`config.mk`:
```
export PLATFORM = sky130hd
export DESIGN_NAME = key_select_n
export DESIGN_NICKNAME = d
export VERILOG_FILES = /design/src/rtl/key_select_n.sv
export SDC_FILE = /design/constraint.sdc
export NUM_CORES = 1
export LEC_CHECK = 0
export CORE_MARGIN = 5
export CORE_UTILIZATION = 55
export CTS_BUF_LIST = sky130_fd_sc_hd__clkbuf_16
export CTS_CLUSTER_SIZE = 28
export DETAILED_ROUTE_END_ITERATION = 8
export PLACE_DENSITY = 0.72
export SYNTH_ARGS = -nofsm -noshare
export SYNTH_HDL_FRONTEND = slang
export SYNTH_SLANG_ARGS = --single-unit
export TNS_END_PERCENT = 100
```
`constraint.sdc`:
```
create_clock -name clk -period 2.46 [get_ports clk]
set_input_delay 0.246 -clock clk [delete_from_list [all_inputs] [get_ports clk]]
set_output_delay 0.246 -clock clk [all_outputs]
set_load 0.03 [all_outputs]
```
`src/rtl/key_select_n.sv`:
```
// Debounced N-key selector: synchronizes and debounces active-low keys, detects press/long-press, keeps a one-hot selection.
// Latency: key_press 2+DEB_CYC cycles after a stable low key; selection outputs update one cycle after the key_press pulse.
// Backpressure: none; all outputs are free-running registered pulses and levels.
module key_select_n #(
  parameter int N_KEYS   = 4,
  parameter int DEB_CYC  = 1000000,
  parameter int LONG_CYC = 50000000,
  parameter int MODE     = 0,
  localparam int IDXW    = (N_KEYS == 1) ? 1 : $clog2(N_KEYS)
) (
  input  logic              clk,
  input  logic              rst,
  input  logic [N_KEYS-1:0] key_in,
  output logic [N_KEYS-1:0] key_choose,
  output logic [IDXW-1:0]   key_idx,
  output logic              key_valid,
  output logic [N_KEYS-1:0] key_press,
  output logic [N_KEYS-1:0] key_long
);

  // Debounce counter only needs to reach DEB_CYC-1; long counter saturates at LONG_CYC-1.
  localparam int DW = $clog2(DEB_CYC);
  localparam int LW = $clog2(LONG_CYC);

  typedef enum logic [1:0] {
    IDLE    = 2'd0,
    PRESSED = 2'd1,
    LONG    = 2'd2
  } st_t;

  for (genvar i = 0; i < N_KEYS; i++) begin : g_key
    logic          sync1;
    logic          sync2;
    logic          deb;
    logic [DW-1:0] deb_cnt;
    st_t           state;
    st_t           state_nxt;
    logic [LW-1:0] long_cnt;
    logic          long_hit;
    logic          press_set;
    logic          long_set;
    logic          press_q;
    logic          long_q;

    assign long_hit = (long_cnt == LW'(LONG_CYC - 1));

    // Two-flop synchronizer; idles high so reset looks like a released key.
    always_ff @(posedge clk or negedge rst) begin
      if (!rst) begin
        sync1 <= 1'b1;
        sync2 <= 1'b1;
      end else begin
        sync1 <= key_in[i];
        sync2 <= sync1;
      end
    end

    // Debounce: any cycle that agrees with the current level restarts the window.
    always_ff @(posedge clk or negedge rst) begin
      if (!rst) begin
        deb     <= 1'b1;
        deb_cnt <= '0;
      end else if (sync2 == deb) begin
        deb_cnt <= '0;
      end else if (deb_cnt == DW'(DEB_CYC - 1)) begin
        deb     <= sync2;
        deb_cnt <= '0;
      end else begin
        deb_cnt <= deb_cnt + 1'b1;
      end
    end

    // Press FSM state register.
    always_ff @(posedge clk or negedge rst) begin
      if (!rst) state <= IDLE;
      else      state <= state_nxt;
    end

    // Press FSM next state: release always wins over the long-press threshold.
    always_comb begin
      state_nxt = state;
      case (state)
        IDLE:    if (!deb) state_nxt = PRESSED;
        PRESSED: begin
          if (deb)           state_nxt = IDLE;
          else if (long_hit) state_nxt = LONG;
        end
        LONG:    if (deb) state_nxt = IDLE;
        default: state_nxt = IDLE;
      endcase
    end

    // Press FSM outputs: transition strobes, registered below into one-cycle pulses.
    always_comb begin
      press_set = (state == IDLE) && !deb;
      long_set  = (state == PRESSED) && !deb && long_hit;
    end

    // Hold-time counter: cleared while released, saturates so LONG never re-fires.
    always_ff @(posedge clk or negedge rst) begin
      if (!rst)                              long_cnt <= '0;
      else if (state == IDLE)                long_cnt <= '0;
      else if (state == PRESSED && !long_hit) long_cnt <= long_cnt + 1'b1;
    end

    // Registered press/long pulses.
    always_ff @(posedge clk or negedge rst) begin
      if (!rst) begin
        press_q <= 1'b0;
        long_q  <= 1'b0;
      end else begin
        press_q <= press_set;
        long_q  <= long_set;
      end
    end

    assign key_press[i] = press_q;
    assign key_long[i]  = long_q;
  end

  logic [N_KEYS-1:0] win_oh;
  logic [IDXW-1:0]   win_idx;

  // Lowest-index press wins among simultaneous presses.
  always_comb begin
    win_oh  = '0;
    win_idx = '0;
    for (int j = N_KEYS - 1; j >= 0; j--) begin
      if (key_press[j]) begin
        win_oh     = '0;
        win_oh[j]  = 1'b1;
        win_idx    = IDXW'(j);
      end
    end
  end

  // Selection register: a press outranks a same-cycle long-press clear.
  always_ff @(posedge clk or negedge rst) begin
    if (!rst) begin
      key_choose <= '0;
      key_idx    <= '0;
      key_valid  <= 1'b0;
    end else if (|key_press) begin
      if (MODE == 1 && win_oh == key_choose) begin
        key_choose <= '0;
        key_idx    <= '0;
        key_valid  <= 1'b0;
      end else begin
        key_choose <= win_oh;
        key_idx    <= win_idx;
        key_valid  <= 1'b1;
      end
    end else if (|key_long) begin
      key_choose <= '0;
      key_idx    <= '0;
      key_valid  <= 1'b0;
    end
  end

endmodule

```
Word level (Yosys, flattened, before mapping)
Index checks and enable logic that the tools add are counted.
{"block": "word_totals", "regBits": 219, "latchBits": 0, "ram_bits": 0, "rom_bits": 0, "in_bits": 6, "out_inout_bits": 15, "wordCells": 172, "memories": 0}
{"block": "op_classes", "add_sub_neg": 8, "multipliers": 0, "n_div": 0, "n_lt_le_gt_ge": 0, "n_eq_ne": 32, "n_shift": 0, "mux": 50, "bitwise_logic": 4, "n_reduce_logical": 43}
{"cell": "26-bit two-way mux", "n": 8}
{"cell": "20-bit two-way mux", "n": 8}
{"cell": "26-bit by 1-bit adder with 26-bit output, second input constant", "n": 4}
{"cell": "26-bit equality test, second input constant", "n": 4}
{"cell": "20-bit by 1-bit adder with 20-bit output, second input constant", "n": 4}
{"cell": "20-bit equality test, second input constant", "n": 4}
{"cell": "2-bit two-way mux", "n": 22}
{"cell": "4-bit two-way mux", "n": 6}
{"cell": "2-bit one-hot mux with 3 select lines", "n": 4}
{"cell": "1-bit logical AND", "n": 16}
{"cell": "2-bit != test, second input constant", "n": 8}
{"cell": "3-bit != test, second input constant", "n": 4}
{"cell": "3-bit AND reduction", "n": 4}
{"cell": "2-bit nonzero test", "n": 5}
{"cell": "2-bit by 1-bit equality test with 1-bit output, second input constant", "n": 4}
{"cell": "2-bit equality test, second input constant", "n": 4}
{"cell": "1-bit zero test", "n": 8}
{"cell": "2-bit zero test", "n": 4}
{"cell": "2-bit AND reduction", "n": 4}
{"cell": "4-bit OR reduction", "n": 2}
{"cell": "1-bit equality test", "n": 4}
{"cell": "1-bit inverter", "n": 4}
{"cell": "1-bit two-way mux", "n": 2}

Logic depth before layout (Yosys ltp)
Gate-level depths: netlist of the first run.
{"block": "depth", "word_depth": 5, "ltp_mapped": 8}

Worst setup path before layout of the first run
Ideal clock, no wire load.
{"block": "synth_path", "kind": "reg2reg", "start": "register g_key[2].long_cnt[0]", "end": "register g_key[2].long_cnt[24]", "setup_time_ps": 78, "arrival_time_ps": 2036, "required_time_ps": 2382, "path_slack_ps": 346, "path_stages_with_launch": 8, "synth_period_minus_slack_ps": 2114, "cell_sequence": "dfrtp_1 ha_1 nand3_2 or2_1 buf_6 or3b_4 or4_1 a21oi_1"}
{"block": "synth_via", "elab_chain_len": 4}
{"item": "from (decl)", "line_no": "38", "rtl": "logic [LW-1:0] long_cnt;"}
{"item": "from (signal assigned)", "line_no": "103", "rtl": "else if (state == PRESSED && !long_hit) long_cnt <= long_cnt + 1'b1;"}
{"item": "parallel branches: the longest is 4 deep, another holds 26-bit by 1-bit adder with 26-bit output"}
Parallel ways; which one is timed is not known. The select of a mux whose other input is x is not followed.
A chain may end at the register's enable or synchronous reset.

Worst setup path after layout of the first run
{"block": "layout_path", "start": "register g_key[0].deb_cnt[6]", "end": "register g_key[0].deb_cnt[15]"}
{"block": "layout_via", "elab_chain_len": 3}
{"item": "from (decl)", "line_no": "35", "rtl": "logic [DW-1:0] deb_cnt;"}
{"item": "from (signal assigned)", "line_no": "69", "rtl": "deb_cnt <= deb_cnt + 1'b1;"}
{"item": "20-bit by 1-bit adder with 20-bit output or 20-bit equality test (tied branches)", "line_no": "69, 65"}
{"item": "20-bit two-way mux *", "line_no": "65", "rtl": "end else if (deb_cnt == DW'(DEB_CYC - 1)) begin"}
{"item": "20-bit two-way mux *", "line_no": "63", "rtl": "end else if (sync2 == deb) begin"}
Mark *: on every way between the ends. The rest lies on a longest branch, timed or not.

==> results of run 1 <==
## power by group through the flow
stage               clock, mW  sequential [mW]  combinational (mW)
floorplan                   0             3.71              0.0496
global placement            0             3.71               0.154
detailed placement          0             3.71               0.156
CTS                      3.52             3.65               0.158
global route             3.67             3.65               0.176
finish                   3.44             3.65               0.149
## synth_stat cells (5+ instances only)
master	count	area (um^2)
sky130_fd_sc_hd__or4_1	11	82.6
sky130_fd_sc_hd__buf_4	8	60.1
sky130_fd_sc_hd__or2_2	9	56.3
sky130_fd_sc_hd__o31ai_1	14	105
sky130_fd_sc_hd__clkbuf_1	35	131
sky130_fd_sc_hd__dfrtp_1	207	5180
sky130_fd_sc_hd__buf_2	12	60.1
sky130_fd_sc_hd__and3_1	23	144
sky130_fd_sc_hd__o211ai_1	17	128
sky130_fd_sc_hd__mux2_2	13	146
sky130_fd_sc_hd__ha_1	8	100
sky130_fd_sc_hd__and2_1	9	56.3
sky130_fd_sc_hd__a21oi_1	17	85.1
sky130_fd_sc_hd__nor4_1	31	194
sky130_fd_sc_hd__nand2_1	111	417
sky130_fd_sc_hd__nor3b_1	5	37.5
sky130_fd_sc_hd__nor2b_1	8	50.1
sky130_fd_sc_hd__xor2_1	43	377
sky130_fd_sc_hd__dfstp_2	12	315
sky130_fd_sc_hd__mux2i_1	19	190
sky130_fd_sc_hd__nor3_1	36	180
sky130_fd_sc_hd__nor4b_1	6	52.6
sky130_fd_sc_hd__a22o_1	14	123
sky130_fd_sc_hd__nand4_1	46	288
sky130_fd_sc_hd__nand3_1	83	415
sky130_fd_sc_hd__nand2b_1	12	75.1
sky130_fd_sc_hd__nor2_1	165	619
sky130_fd_sc_hd__xnor2_1	55	482
sky130_fd_sc_hd__o311ai_0	19	166
sky130_fd_sc_hd__or3_1	13	81.3
sky130_fd_sc_hd__inv_1	29	109
sky130_fd_sc_hd__and4_1	18	158
sky130_fd_sc_hd__o21ai_0	13	65.1
## metal layers
metal,vias to the layer above,wire (um),global-route usage [%]
li1,4189,-,-
met1,4154,10600,27.7
met2,123,10500,31.3
met3,31,741,2.50
met4,0,487,4.49
met5,-,0,0
## what timing repair did
action | CTS | global route
buffers inserted | 0 | 0
hold endpoints to repair | 66 | 0
hold buffers | 1 | 0
endpoints found under the setup margin | 0 | 0
## per-stage QoR
stage	area [um^2]	hold WS, ps
6_report	12400	145
3_3_place_gp	11600	270
4_1_cts	12400	125
5_1_grt	12400	132
3_5_place_dp	11600	270
2_1_floorplan	11100	-49.6
## cell families after synthesis
kind of cell    after synthesis
flops                       219
buf+inv                      86
mux                          32
fa+ha+maj                     8
simple gates                606
xor+xnor                     98
compound gates              113
## worst paths after layout
check | start | end | slack [ps] | cells past startpoint
max in group asynchronous | rst | g_key[0].deb_cnt[15]$_DFF_PN0_ | 1350 | 3
hold / removal | key_in[3] | g_key[3].sync1$_DFF_PN1_ | 150 | 1
setup / recovery | g_key[0].deb_cnt[6]$_DFF_PN0_ | g_key[0].deb_cnt[15]$_DFF_PN0_ | 280 | 6
setup reg to reg | g_key[0].deb_cnt[6]$_DFF_PN0_ | g_key[0].deb_cnt[15]$_DFF_PN0_ | 280 | 6
min in group asynchronous | rst | g_key[2].long_cnt[2]$_DFFE_PN0P_ | 310 | 2
hold reg to reg | g_key[0].sync1$_DFF_PN1_ | g_key[0].sync2$_DFF_PN1_ | 350 | 0
## area by class of cell
cell class | instances | area (um^2) | area share, %
clock buffer | 25 | 626 | 5.04
tap | 270 | 338 | 2.72
timing repair buffer | 52 | 485 | 3.91
sequential | 219 | 5500 | 44.3
multi-input combinational | 857 | 5220 | 42.1
inverter | 29 | 109 | 0.878
clock inverter | 19 | 128 | 1.03
## worst reg2reg max path: stages (launching register included)
cell,delay [ps]
sky130_fd_sc_hd__dfrtp_1,430
sky130_fd_sc_hd__or4b_1,500
sky130_fd_sc_hd__or3_1,310
sky130_fd_sc_hd__nor4_1,350
sky130_fd_sc_hd__nand2b_1,150
sky130_fd_sc_hd__buf_4,230
sky130_fd_sc_hd__nor2_1,80
## state kept, by name, summed over array words and instances, names as in the netlist
| register | cells |
|---|---|
| g_key.deb | 4 |
| g_key.deb_cnt | 80 |
| g_key.long_cnt | 104 |
| g_key.long_q | 4 |
| g_key.press_q | 4 |
| g_key.state | 8 |
| g_key.sync1 | 4 |
| g_key.sync2 | 4 |
| key_choose | 4 |
| key_idx | 2 |
| key_valid | 1 |
==> tab_implementation.tex, run 1 <==
\begin{tabular}{lr}
\hline
Metric & Value \\
\hline
\multicolumn{2}{l}{\textbf{Place}} \\
\quad Total of buffers placed on input and output ports & 20 \\
\quad Routability congestion estimate & 0.840 \\
\quad Half-perimeter wire length after placement & 14.9 mm \\
\quad Pre-CTS setup slack & 278 ps \\
\quad Placed cells & 1,426 \\
\multicolumn{2}{l}{\textbf{CTS}} \\
\quad Bufs on Longest Clock Path & 3 \\
\quad Worst-path clk slew & 60 ps \\
\quad CTS tree & yes \\
\quad Number of H-tree branching levels & 1 \\
\quad Clock Tree Root & sky130\_fd\_sc\_hd\_\_clkbuf\_16 \\
\quad Number of gates resized after cts & 0 \\
\quad Clock insertion delay at the later pin of the skew report & 510 ps \\
\quad Number of clock sinks seen by CTS & 219 \\
\quad Number of buffers created by CTS & 25 \\
\multicolumn{2}{l}{\textbf{Critical path}} \\
\quad Top delay family on crit path & simple AND/OR/NAND/NOR gates \\
\quad Buf/Inv on CP & 1 \\
\quad Start-to-end type of the worst setup path & reg -> reg \\
\quad CP max FO & 20 \\
\quad CP peak stage delay & 500 ps \\
\quad CP cell instances & or4b\_1, or3\_1, nor4\_1, nand2b\_1, buf\_4, nor2\_1 \\
\quad Worst path required time & 2850 ps \\
\quad Data arrival time of the worst path & 2560 ps \\
\quad Worst setup SP type & flop \\
\quad Worst path slowest cell & sky130\_fd\_sc\_hd\_\_or4b\_1 \\
\quad Crit path capture type & flop \\
\multicolumn{2}{l}{\textbf{Cells and area}} \\
\quad Signed area change from the synthesized netlist to the final layout & 11.8\% \\
\quad \# fillers & 1,713 \\
\quad Number of nets in the layout & 1,198 \\
\quad Number of diodes & 0 \\
\quad Fraction of layout instances using a drive strength above 1 & 8.66\% \\
\quad Post-route non-filler standard cell count & 1,471 \\
\quad Most common library cell in the layout ignoring fill and taps & sky130\_fd\_sc\_hd\_\_dfrtp\_1 \\
\quad Utilization after layout & 61.9\% \\
\quad Highest-count cells in the layout ignoring fill and taps & 207 x sky130\_fd\_sc\_hd\_\_dfrtp\_1, 165 x sky130\_fd\_sc\_hd\_\_nor2\_1, 111 x sky130\_fd\_sc\_hd\_\_nand2\_1 \\
\multicolumn{2}{l}{\textbf{Synthesis}} \\
\quad Largest family of logic cells by synthesized area & simple AND/OR/NAND/NOR gates \\
\quad Post-Syn Area & 0.0111 mm\^{}2 \\
\quad Share of flip-flops with an asynchronous set or reset after synthesis & 100\% \\
\quad Number of flops mapped to enable cells by yosys & 0 \\
\quad Simple logic cell fraction of the synthesized area & 27.9\% \\
\quad Multiplexer fraction of the synthesized cell area & 3.03\% \\
\quad Yosys warning count & 0 \\
\quad Flip-flop and latch count after synthesis & 219 \\
\quad Fraction of the mapped netlist area in compound gates & 7.48\% \\
\quad Average cell area after synthesis & 9.54 um\^{}2 \\
\quad Adder-cell share of the synthesized area & 0.903\% \\
\quad Count of unique library cells instantiated by Yosys & 57 \\
\quad Share of the yosys chip area belonging to registers & 49.5\% \\
\quad Post-synthesis xor/xnor area fraction & 7.74\% \\
\quad Prevailing post-synth register cell & sky130\_fd\_sc\_hd\_\_dfrtp\_1 \\
\quad Net count after synthesis & 1,176 \\
\quad Count of mapped cells out of synthesis & 1,162 \\
\multicolumn{2}{l}{\textbf{STA}} \\
\quad Maximum clock skew at final layout & 11.6 ps \\
\quad Number of failing hold endpoints at the final stage & 0 \\
\quad Transition time of the tightest slew-check pin & 665 ps \\
\quad Tcrit/Tclk final & 88.4\% \\
\quad Final max-slew violation count & 0 \\
\quad Maximum operating frequency & 460 MHz \\
\quad Final Worst Setup Slack & 285 ps \\
\quad Unrepaired setup endpoints after global routing & no \\
\quad Number of setup violations in the final report & 0 \\
\quad Max\_slew headroom & 55.5\% \\
\quad Total negative setup slack & 0 ps \\
\quad Minimum clock period after layout & 2180 ps \\
\multicolumn{2}{l}{\textbf{Global routing}} \\
\quad Global Route Usage Sum & 19.2\% \\
\quad Initial antenna violation count & 0 \\
\quad Pin count of the biggest net entering global routing & 76 \\
\quad Number of global-route vias before repair & 8,125 \\
\quad Wire length of the first global-routing pass & 38.8 mm \\
\quad Total gr overflow & 0 \\
\multicolumn{2}{l}{\textbf{Die}} \\
\quad Count of pins on the block boundary & 21 \\
\quad DIE AREA & 0.0231 mm\^{}2 \\
\quad Placeable core area & 0.0200 mm\^{}2 \\
\quad Die X & 152 um \\
\quad Number of placement rows & 52 \\
\quad Die height & 152 um \\
\quad Initial cell density of the core & 55.3\% \\
\multicolumn{2}{l}{\textbf{Detailed routing}} \\
\quad DR vias/cell & 5.78 \\
\quad Post-route DRC & 0 \\
\quad Count of TritonRoute iterations in the first routing pass & 5 \\
\quad WL final & 22.3 mm \\
\quad Count of antenna-violating nets left after detailed routing & 0 \\
\quad DR iter-0 viols & 444 \\
\quad Via count of the routed design & 8,497 \\
\quad Routed len/inst & 15.2 um \\
\multicolumn{2}{l}{\textbf{Pwr}} \\
\quad Power density normalized to cell area & 584 mW/mm\^{}2 \\
\quad Power, Total & 7.24 mW \\
\quad Worst voltage drop across the vdd grid & 0.596 mV \\
\quad Proportion of power drawn by combinational gates & 2.1\% \\
\quad Total net switching power & 1.54 mW \\
\quad Clock network power share & 47.5\% \\
\quad Relative contribution of sequential cells to total power & 50.4\% \\
\quad Cell-internal power & 5.70 mW \\
\quad Reported leakage power & 5.20 nW \\
\quad Switching Fraction & 21.2\% \\
\multicolumn{2}{l}{\textbf{Min path}} \\
\quad Hold Path Class & in -> reg \\
\multicolumn{2}{l}{\textbf{Flow run}} \\
\quad Max-cap violations & 0 \\
\multicolumn{2}{l}{\textbf{Outcome}} \\
\quad Result of the run & finished clean \\
\hline
\end{tabular}
Power figures use the tool's default switching activity.
==> inputs of run 2 (changes only) <==
CORE_MARGIN = 3   (was 5)
==> run 2 against run 1 <==
Compared with the run above:
- die area shrank 5.2%
- cell count is 0.54% lower
- setup slack got worse by 91 ps
- critical path depth unchanged
- largest power group is now clock
==> tab_implementation.tex, run 2 (synthesis results as in run 1) <==
\begin{tabular}{lr}
\hline
Metric & Value \\
\hline
\multicolumn{2}{l}{\textbf{STA}} \\
\quad Number of failing hold endpoints at the final stage & 0 \\
\quad Maximum operating frequency & 441 MHz \\
\quad Tcrit/Tclk final & 92.1\% \\
\quad Maximum clock skew at final layout & 9.05 ps \\
\quad Max\_slew headroom & 57.9\% \\
\quad Number of setup violations in the final report & 0 \\
\quad Transition time of the tightest slew-check pin & 626 ps \\
\quad Unrepaired setup endpoints after global routing & no \\
\quad Final max-slew violation count & 0 \\
\quad Total negative setup slack & 0 ps \\
\quad Final Worst Setup Slack & 193 ps \\
\quad Minimum clock period after layout & 2270 ps \\
\multicolumn{2}{l}{\textbf{Critical path}} \\
\quad Worst path required time & 2890 ps \\
\quad Worst setup SP type & flop \\
\quad Crit path capture type & flop \\
\quad Data arrival time of the worst path & 2700 ps \\
\quad CP max FO & 8 \\
\quad Worst reg-to-reg setup slack & 190 ps \\
\quad Worst reg2reg endpoint & g\_key[2].long\_cnt[24]\$\_DFFE\_PN0P\_ \\
\quad Start-to-end type of the worst setup path & reg -> reg \\
\quad Count of cells along the worst register-to-register path & 6 \\
\quad Beginning of the worst register-to-register path & g\_key[2].long\_cnt[0]\$\_DFFE\_PN0P\_ \\
\multicolumn{2}{l}{\textbf{CTS}} \\
\quad CTS tree & yes \\
\quad Number of gates resized after cts & 0 \\
\quad Hold bufs inserted after CTS & 1 \\
\quad Bufs on Longest Clock Path & 3 \\
\quad Clock Tree Root & sky130\_fd\_sc\_hd\_\_clkbuf\_16 \\
\quad Worst-path clk slew & 60 ps \\
\quad Total setup buffers inserted after CTS & 0 \\
\quad Clock insertion delay at the later pin of the skew report & 500 ps \\
\quad Number of H-tree branching levels & 1 \\
\quad Number of buffers created by CTS & 24 \\
\quad Number of clock sinks seen by CTS & 219 \\
\multicolumn{2}{l}{\textbf{Place}} \\
\quad Routability congestion estimate & 0.846 \\
\quad Pre-CTS setup slack & 225 ps \\
\quad Half-perimeter wire length after placement & 14.1 mm \\
\quad Placed cells & 1,418 \\
\quad Total of buffers placed on input and output ports & 20 \\
\multicolumn{2}{l}{\textbf{Detailed routing}} \\
\quad Post-route DRC & 0 \\
\quad Via count of the routed design & 8,400 \\
\quad WL final & 21.6 mm \\
\quad DR vias/cell & 5.74 \\
\quad Count of antenna-violating nets left after detailed routing & 0 \\
\quad Routed len/inst & 14.7 um \\
\quad DR iter-0 viols & 507 \\
\quad Count of TritonRoute iterations in the first routing pass & 5 \\
\multicolumn{2}{l}{\textbf{Cells and area}} \\
\quad Fraction of layout instances using a drive strength above 1 & 9.02\% \\
\quad Register containing the most flip-flops in the final layout & g\_key.long\_cnt \\
\quad Number of diodes & 0 \\
\quad Largest registers ranked by flip-flop count & g\_key.long\_cnt: 104 flops, g\_key.deb\_cnt: 80 flops, g\_key.state: 8 flops \\
\quad Max FFs per register & 104 \\
\quad Highest-count cells in the layout ignoring fill and taps & 207 x sky130\_fd\_sc\_hd\_\_dfrtp\_1, 165 x sky130\_fd\_sc\_hd\_\_nor2\_1, 111 x sky130\_fd\_sc\_hd\_\_nand2\_1 \\
\quad Signed area change from the synthesized netlist to the final layout & 12.1\% \\
\quad Number of nets in the layout & 1,194 \\
\quad Post-route non-filler standard cell count & 1,463 \\
\quad Utilization after layout & 63.3\% \\
\quad \# fillers & 1,666 \\
\quad Most common library cell in the layout ignoring fill and taps & sky130\_fd\_sc\_hd\_\_dfrtp\_1 \\
\multicolumn{2}{l}{\textbf{Global routing}} \\
\quad Number of global-route vias before repair & 8,035 \\
\quad Wire length of the first global-routing pass & 37.8 mm \\
\quad Global Route Usage Sum & 19.9\% \\
\quad Pin count of the biggest net entering global routing & 67 \\
\quad Busiest grt layer & met2 \\
\quad GR met2 Demand/Resource & 31.9\% \\
\quad Met1 Usage GRT & 29.3\% \\
\quad Total gr overflow & 0 \\
\quad Initial antenna violation count & 0 \\
\quad M3 GR Usage & 2.76\% \\
\multicolumn{2}{l}{\textbf{Die}} \\
\quad Number of placement rows & 51 \\
\quad Die X & 148 um \\
\quad DIE AREA & 0.0219 mm\^{}2 \\
\quad Initial cell density of the core & 56.4\% \\
\quad Die height & 148 um \\
\quad Count of pins on the block boundary & 21 \\
\quad Placeable core area & 0.0197 mm\^{}2 \\
\multicolumn{2}{l}{\textbf{Pwr}} \\
\quad Cell-internal power & 5.93 mW \\
\quad Proportion of power drawn by combinational gates & 2.0\% \\
\quad Total net switching power & 1.55 mW \\
\quad Relative contribution of sequential cells to total power & 48.8\% \\
\quad Reported leakage power & 5.20 nW \\
\quad Switching Fraction & 20.8\% \\
\quad Power density normalized to cell area & 601 mW/mm\^{}2 \\
\quad Clock network power share & 49.2\% \\
\quad Worst voltage drop across the vdd grid & 0.376 mV \\
\multicolumn{2}{l}{\textbf{Flow run}} \\
\quad Max-cap violations & 0 \\
\multicolumn{2}{l}{\textbf{Min path}} \\
\quad Hold Path Class & in -> reg \\
\quad Worst hold stages & 1 \\
\quad Endpoint of the worst hold path & g\_key[3].sync1\$\_DFF\_PN1\_ \\
\quad HP Start & key\_in[3] \\
\multicolumn{2}{l}{\textbf{Outcome}} \\
\quad Result of the run & finished clean \\
\hline
\end{tabular}
-- run 2: changes by cell type in the layout (fill, tap and decap cells not counted), sizes merged --
cell      delta
inv          -4
bufinv       +2
clkinvlp     +2
buf          -3
-- run 2: how the worst max path moves through the flow --
| stage | from | end | cells after the start |
|---|---|---|---|
| floorplan | g_key[2].long_cnt[0]$_DFFE_PN0P_ | g_key[2].long_cnt[24]$_DFFE_PN0P_ | 7 |
| global placement | g_key[1].long_cnt[1]$_DFFE_PN0P_ | g_key[1].long_cnt[15]$_DFFE_PN0P_ | 7 |
| detailed placement | g_key[2].long_cnt[0]$_DFFE_PN0P_ | g_key[2].long_cnt[24]$_DFFE_PN0P_ | 6 |
| CTS | g_key[2].long_cnt[0]$_DFFE_PN0P_ | g_key[2].long_cnt[24]$_DFFE_PN0P_ | 6 |
| global route | g_key[0].deb_cnt[6]$_DFF_PN0_ | g_key[0].deb_cnt[4]$_DFF_PN0_ | 6 |
| finish | g_key[2].long_cnt[0]$_DFFE_PN0P_ | g_key[2].long_cnt[24]$_DFFE_PN0P_ | 6 |
-- run 2: area by class of cell --
| cell class | count | area [um^2] | area share (%) |
|---|---|---|---|
| Clock buffer | 25 | 626 | 5.03 |
| Timing Repair Buffer | 49 | 463 | 3.72 |
| Tap cell | 265 | 332 | 2.67 |
| Clock inverter | 19 | 191 | 1.54 |
| Inverter | 29 | 109 | 0.875 |
| Sequential cell | 219 | 5500 | 44.2 |
| Multi-Input combinational cell | 857 | 5220 | 42.0 |
-- run 2: power groups by stage --
stage	clock (mW)	sequential, mW	combinational [mW]
after floorplan	0	3.71	0.0496
after global placement	0	3.71	0.152
after detailed placement	0	3.71	0.153
after CTS	3.77	3.65	0.155
after global routing	3.93	3.65	0.174
final	3.68	3.65	0.148
-- run 2: critical path, stage by stage, from the launching register on --
cell and delay [ps]:
sky130_fd_sc_hd__dfrtp_1 430, sky130_fd_sc_hd__ha_1 220, sky130_fd_sc_hd__nand3_2 110, sky130_fd_sc_hd__or2_1 360
sky130_fd_sc_hd__or3b_4 450, sky130_fd_sc_hd__or4_1 470, sky130_fd_sc_hd__a21oi_1 140
-- run 2: per-layer routing --
metal | share of wire [%] | wire length, um
met1 | 50 | 10800
met2 | 45 | 9790
met4 | 1.6 | 338
met5 | 0 | 0
met3 | 2.9 | 635
-- run 2: per-stage QoR --
stage | power (mW) | instance area, um^2 | hold slack, ps
floorplan | 3.76 | 11100 | -49.6
global placement | 3.86 | 11600 | 204
detailed placement | 3.87 | 11600 | 196
CTS | 7.57 | 12400 | 125
global route | 7.75 | 12400 | 130
finish | 7.48 | 12400 | 145
==> inputs of run 3 (changes only) <==
CORE_ASPECT_RATIO = 0.5   (was not set)
==> run 3 against run 2 <==
Compared with the run above:
- global-route usage rose by 1.2 points
- critical endpoint unchanged
- combinational power barely moved
- flip-flop and latch count did not move
- worst hold slack improved by 16 ps
- die area rose by 0.47%
- highest routed layer unchanged
- sequential power barely moved
- non-clock buffer count rose by 1
- maximum frequency rose by 0.46%
- first-iteration DRC count rose by 7.3%
==> tab_implementation.tex, run 3 (synthesis results as in run 1) <==
\begin{tabular}{lr}
\hline
Metric & Value \\
\hline
\multicolumn{2}{l}{\textbf{Critical path}} \\
\quad Beginning of the worst register-to-register path & g\_key[2].long\_cnt[0]\$\_DFFE\_PN0P\_ \\
\quad Worst setup SP type & flop \\
\quad Data arrival time of the worst path & 2670 ps \\
\quad Count of cells along the worst register-to-register path & 6 \\
\quad Worst path required time & 2880 ps \\
\quad CP cell instances & ha\_1, nand3\_2, or2\_1, or3b\_4, or4\_1, a21oi\_1 \\
\quad CP max FO & 8 \\
\quad Critical path destination & g\_key[2].long\_cnt[24]\$\_DFFE\_PN0P\_ \\
\quad Start-to-end type of the worst setup path & reg -> reg \\
\quad Launching instance or port of the critical path & g\_key[2].long\_cnt[0]\$\_DFFE\_PN0P\_ \\
\quad Crit path capture type & flop \\
\quad Worst reg2reg endpoint & g\_key[2].long\_cnt[24]\$\_DFFE\_PN0P\_ \\
\quad Worst reg-to-reg setup slack & 200 ps \\
\quad Worst path slowest cell & sky130\_fd\_sc\_hd\_\_or4\_1 \\
\quad CP peak stage delay & 470 ps \\
\multicolumn{2}{l}{\textbf{Global routing}} \\
\quad Global Route Usage Sum & 21.1\% \\
\quad Number of global-route vias before repair & 8,279 \\
\quad Pin count of the biggest net entering global routing & 81 \\
\quad Total gr overflow & 0 \\
\quad Initial antenna violation count & 0 \\
\quad Wire length of the first global-routing pass & 39.4 mm \\
\multicolumn{2}{l}{\textbf{STA}} \\
\quad Final Worst Setup Slack & 204 ps \\
\quad Maximum clock skew at final layout & 7.67 ps \\
\quad Number of setup violations in the final report & 0 \\
\quad Total negative setup slack & 0 ps \\
\quad Unrepaired setup endpoints after global routing & no \\
\quad Number of failing hold endpoints at the final stage & 0 \\
\quad Transition time of the tightest slew-check pin & 675 ps \\
\quad Minimum clock period after layout & 2260 ps \\
\quad Max\_slew headroom & 54.9\% \\
\quad Tcrit/Tclk final & 91.7\% \\
\quad Final max-slew violation count & 0 \\
\quad Maximum operating frequency & 443 MHz \\
\multicolumn{2}{l}{\textbf{Cells and area}} \\
\quad \# fillers & 1,664 \\
\quad Max FFs per register & 104 \\
\quad Multi-input combinational cell area & 0.00522 mm\^{}2 \\
\quad Cell area after layout & 0.0123 mm\^{}2 \\
\quad Storage element area & 0.00550 mm\^{}2 \\
\quad Register containing the most flip-flops in the final layout & g\_key.long\_cnt \\
\quad Largest registers ranked by flip-flop count & g\_key.long\_cnt: 104 flops, g\_key.deb\_cnt: 80 flops, g\_key.state: 8 flops \\
\quad Fraction of layout instances using a drive strength above 1 & 8.64\% \\
\quad Number of nets in the layout & 1,192 \\
\quad Highest-count cells in the layout ignoring fill and taps & 207 x sky130\_fd\_sc\_hd\_\_dfrtp\_1, 165 x sky130\_fd\_sc\_hd\_\_nor2\_1, 111 x sky130\_fd\_sc\_hd\_\_nand2\_1 \\
\quad Signed area change from the synthesized netlist to the final layout & 10.8\% \\
\quad Number of diodes & 0 \\
\quad Most common library cell in the layout ignoring fill and taps & sky130\_fd\_sc\_hd\_\_dfrtp\_1 \\
\multicolumn{2}{l}{\textbf{Detailed routing}} \\
\quad DR vias/cell & 5.85 \\
\quad Post-route DRC & 0 \\
\quad Count of TritonRoute iterations in the first routing pass & 7 \\
\quad Via count of the routed design & 8,525 \\
\quad DR iter-0 viols & 544 \\
\quad WL final & 22.3 mm \\
\quad Count of antenna-violating nets left after detailed routing & 0 \\
\quad Routed len/inst & 15.3 um \\
\multicolumn{2}{l}{\textbf{Die}} \\
\quad Die X & 207 um \\
\quad Number of placement rows & 36 \\
\quad Initial cell density of the core & 56.5\% \\
\quad DIE AREA & 0.0220 mm\^{}2 \\
\quad Placeable core area & 0.0196 mm\^{}2 \\
\quad Count of pins on the block boundary & 21 \\
\quad Die height & 106 um \\
\multicolumn{2}{l}{\textbf{Pwr}} \\
\quad Worst voltage drop across the vdd grid & 0.371 mV \\
\quad Power, Total & 7.01 mW \\
\quad Power density normalized to cell area & 571 mW/mm\^{}2 \\
\quad Reported leakage power & 5.13 nW \\
\multicolumn{2}{l}{\textbf{CTS}} \\
\quad Bufs on Longest Clock Path & 3 \\
\quad Clock insertion delay at the later pin of the skew report & 490 ps \\
\quad Number of buffers created by CTS & 21 \\
\quad Number of clock sinks seen by CTS & 219 \\
\quad Number of H-tree branching levels & 1 \\
\quad Total setup buffers inserted after CTS & 0 \\
\quad CTS tree & yes \\
\quad Clock Tree Root & sky130\_fd\_sc\_hd\_\_clkbuf\_16 \\
\quad Worst-path clk slew & 60 ps \\
\multicolumn{2}{l}{\textbf{Place}} \\
\quad Pre-CTS setup slack & 219 ps \\
\quad Routability congestion estimate & 0.824 \\
\quad Total of buffers placed on input and output ports & 20 \\
\quad Half-perimeter wire length after placement & 14.9 mm \\
\quad Instance area at placement & 0.0116 mm\^{}2 \\
\multicolumn{2}{l}{\textbf{Min path}} \\
\quad Hold Path Class & in -> reg \\
\multicolumn{2}{l}{\textbf{Flow run}} \\
\quad Max-cap violations & 0 \\
\multicolumn{2}{l}{\textbf{Outcome}} \\
\quad Result of the run & finished clean \\
\hline
\end{tabular}
==> run 3: changes by cell type in the layout (fill, tap and decap cells not counted), sizes merged <==
cell	previous run	this run
bufinv	4	3
clkbuf	25	21
clkinvlp	2	1
buf	29	30
clkinv	9	8
==> run 3: area by class of cell <==
| cell class | count | share of cell area (%) |
|---|---|---|
| Tap cell | 266 | 2.71 |
| Clock buffer | 21 | 4.28 |
| Timing Repair Buffer | 50 | 3.73 |
| Sequential cell | 219 | 44.7 |
| Multi-Input combinational cell | 857 | 42.5 |
| Inverter | 29 | 0.886 |
| Clock inverter | 16 | 1.21 |
==> run 3: stage by stage <==
step / cells / utilization [%] / hold WS, ps
floorplan: 1162 / - / -49.6
global placement: 1420 / 59.1 / 288
detailed placement: 1420 / 59.1 / 288
CTS: 1458 / 62.6 / 145
global route: 1458 / 62.6 / 158
finish: 1458 / 62.6 / 161
==> run 3: critical path, delay by kind of cell (launching register included) <==
kind	cells	cell delay, ps
and+or+nand+nor	4	1420
AOI/OAI and AO/OA	1	150
adders and majority gates	1	210
DFF	1	420
==> run 3: worst min path at each step <==
stage	from	end	slack, ps	cells past startpoint
5_1_grt	key_in[0]	g_key[0].sync1$_DFF_PN1_	160	1
3_3_place_gp	rst	g_key[1].long_cnt[8]$_DFFE_PN0P_	290	1
4_1_cts	key_in[0]	g_key[0].sync1$_DFF_PN1_	150	1
6_report	key_in[0]	g_key[0].sync1$_DFF_PN1_	160	1
2_1_floorplan	rst	g_key[0].deb_cnt[0]$_DFF_PN0_	-50	0
3_5_place_dp	rst	g_key[1].long_cnt[10]$_DFFE_PN0P_	290	1
==> run 3: report_power, final <==
| group | total [mW] | switching [mW] | internal [mW] | leakage [nW] |
|---|---|---|---|---|
| Combinational | 0.149 | 0.109 | 0.0408 | 1.85 |
| Clock | 3.22 | 1.35 | 1.87 | 0.347 |
| Sequential | 3.65 | 0.0168 | 3.63 | 2.94 |
| Total | 7.01 | 1.48 | 5.54 | 5.13 |
==> run 3: routing by layer <==
| layer | up-vias | track usage, % | share of wire [%] |
|---|---|---|---|
| met3 | 33 | 3.21 | 3.2 |
| met4 | 0 | 4.52 | 1.7 |
| met5 | - | 0 | 0 |
| met1 | 4194 | 30.4 | 49 |
| li1 | 4166 | - | - |
| met2 | 132 | 34.3 | 46 |
==> run 3: repair_timing <==
item | in CTS | in global routing
endpoints found under the hold margin | 72 | 0
gates resized for setup | 0 | 1
hold buffers | 1 | 0
setup endpoints to repair | 0 | 2
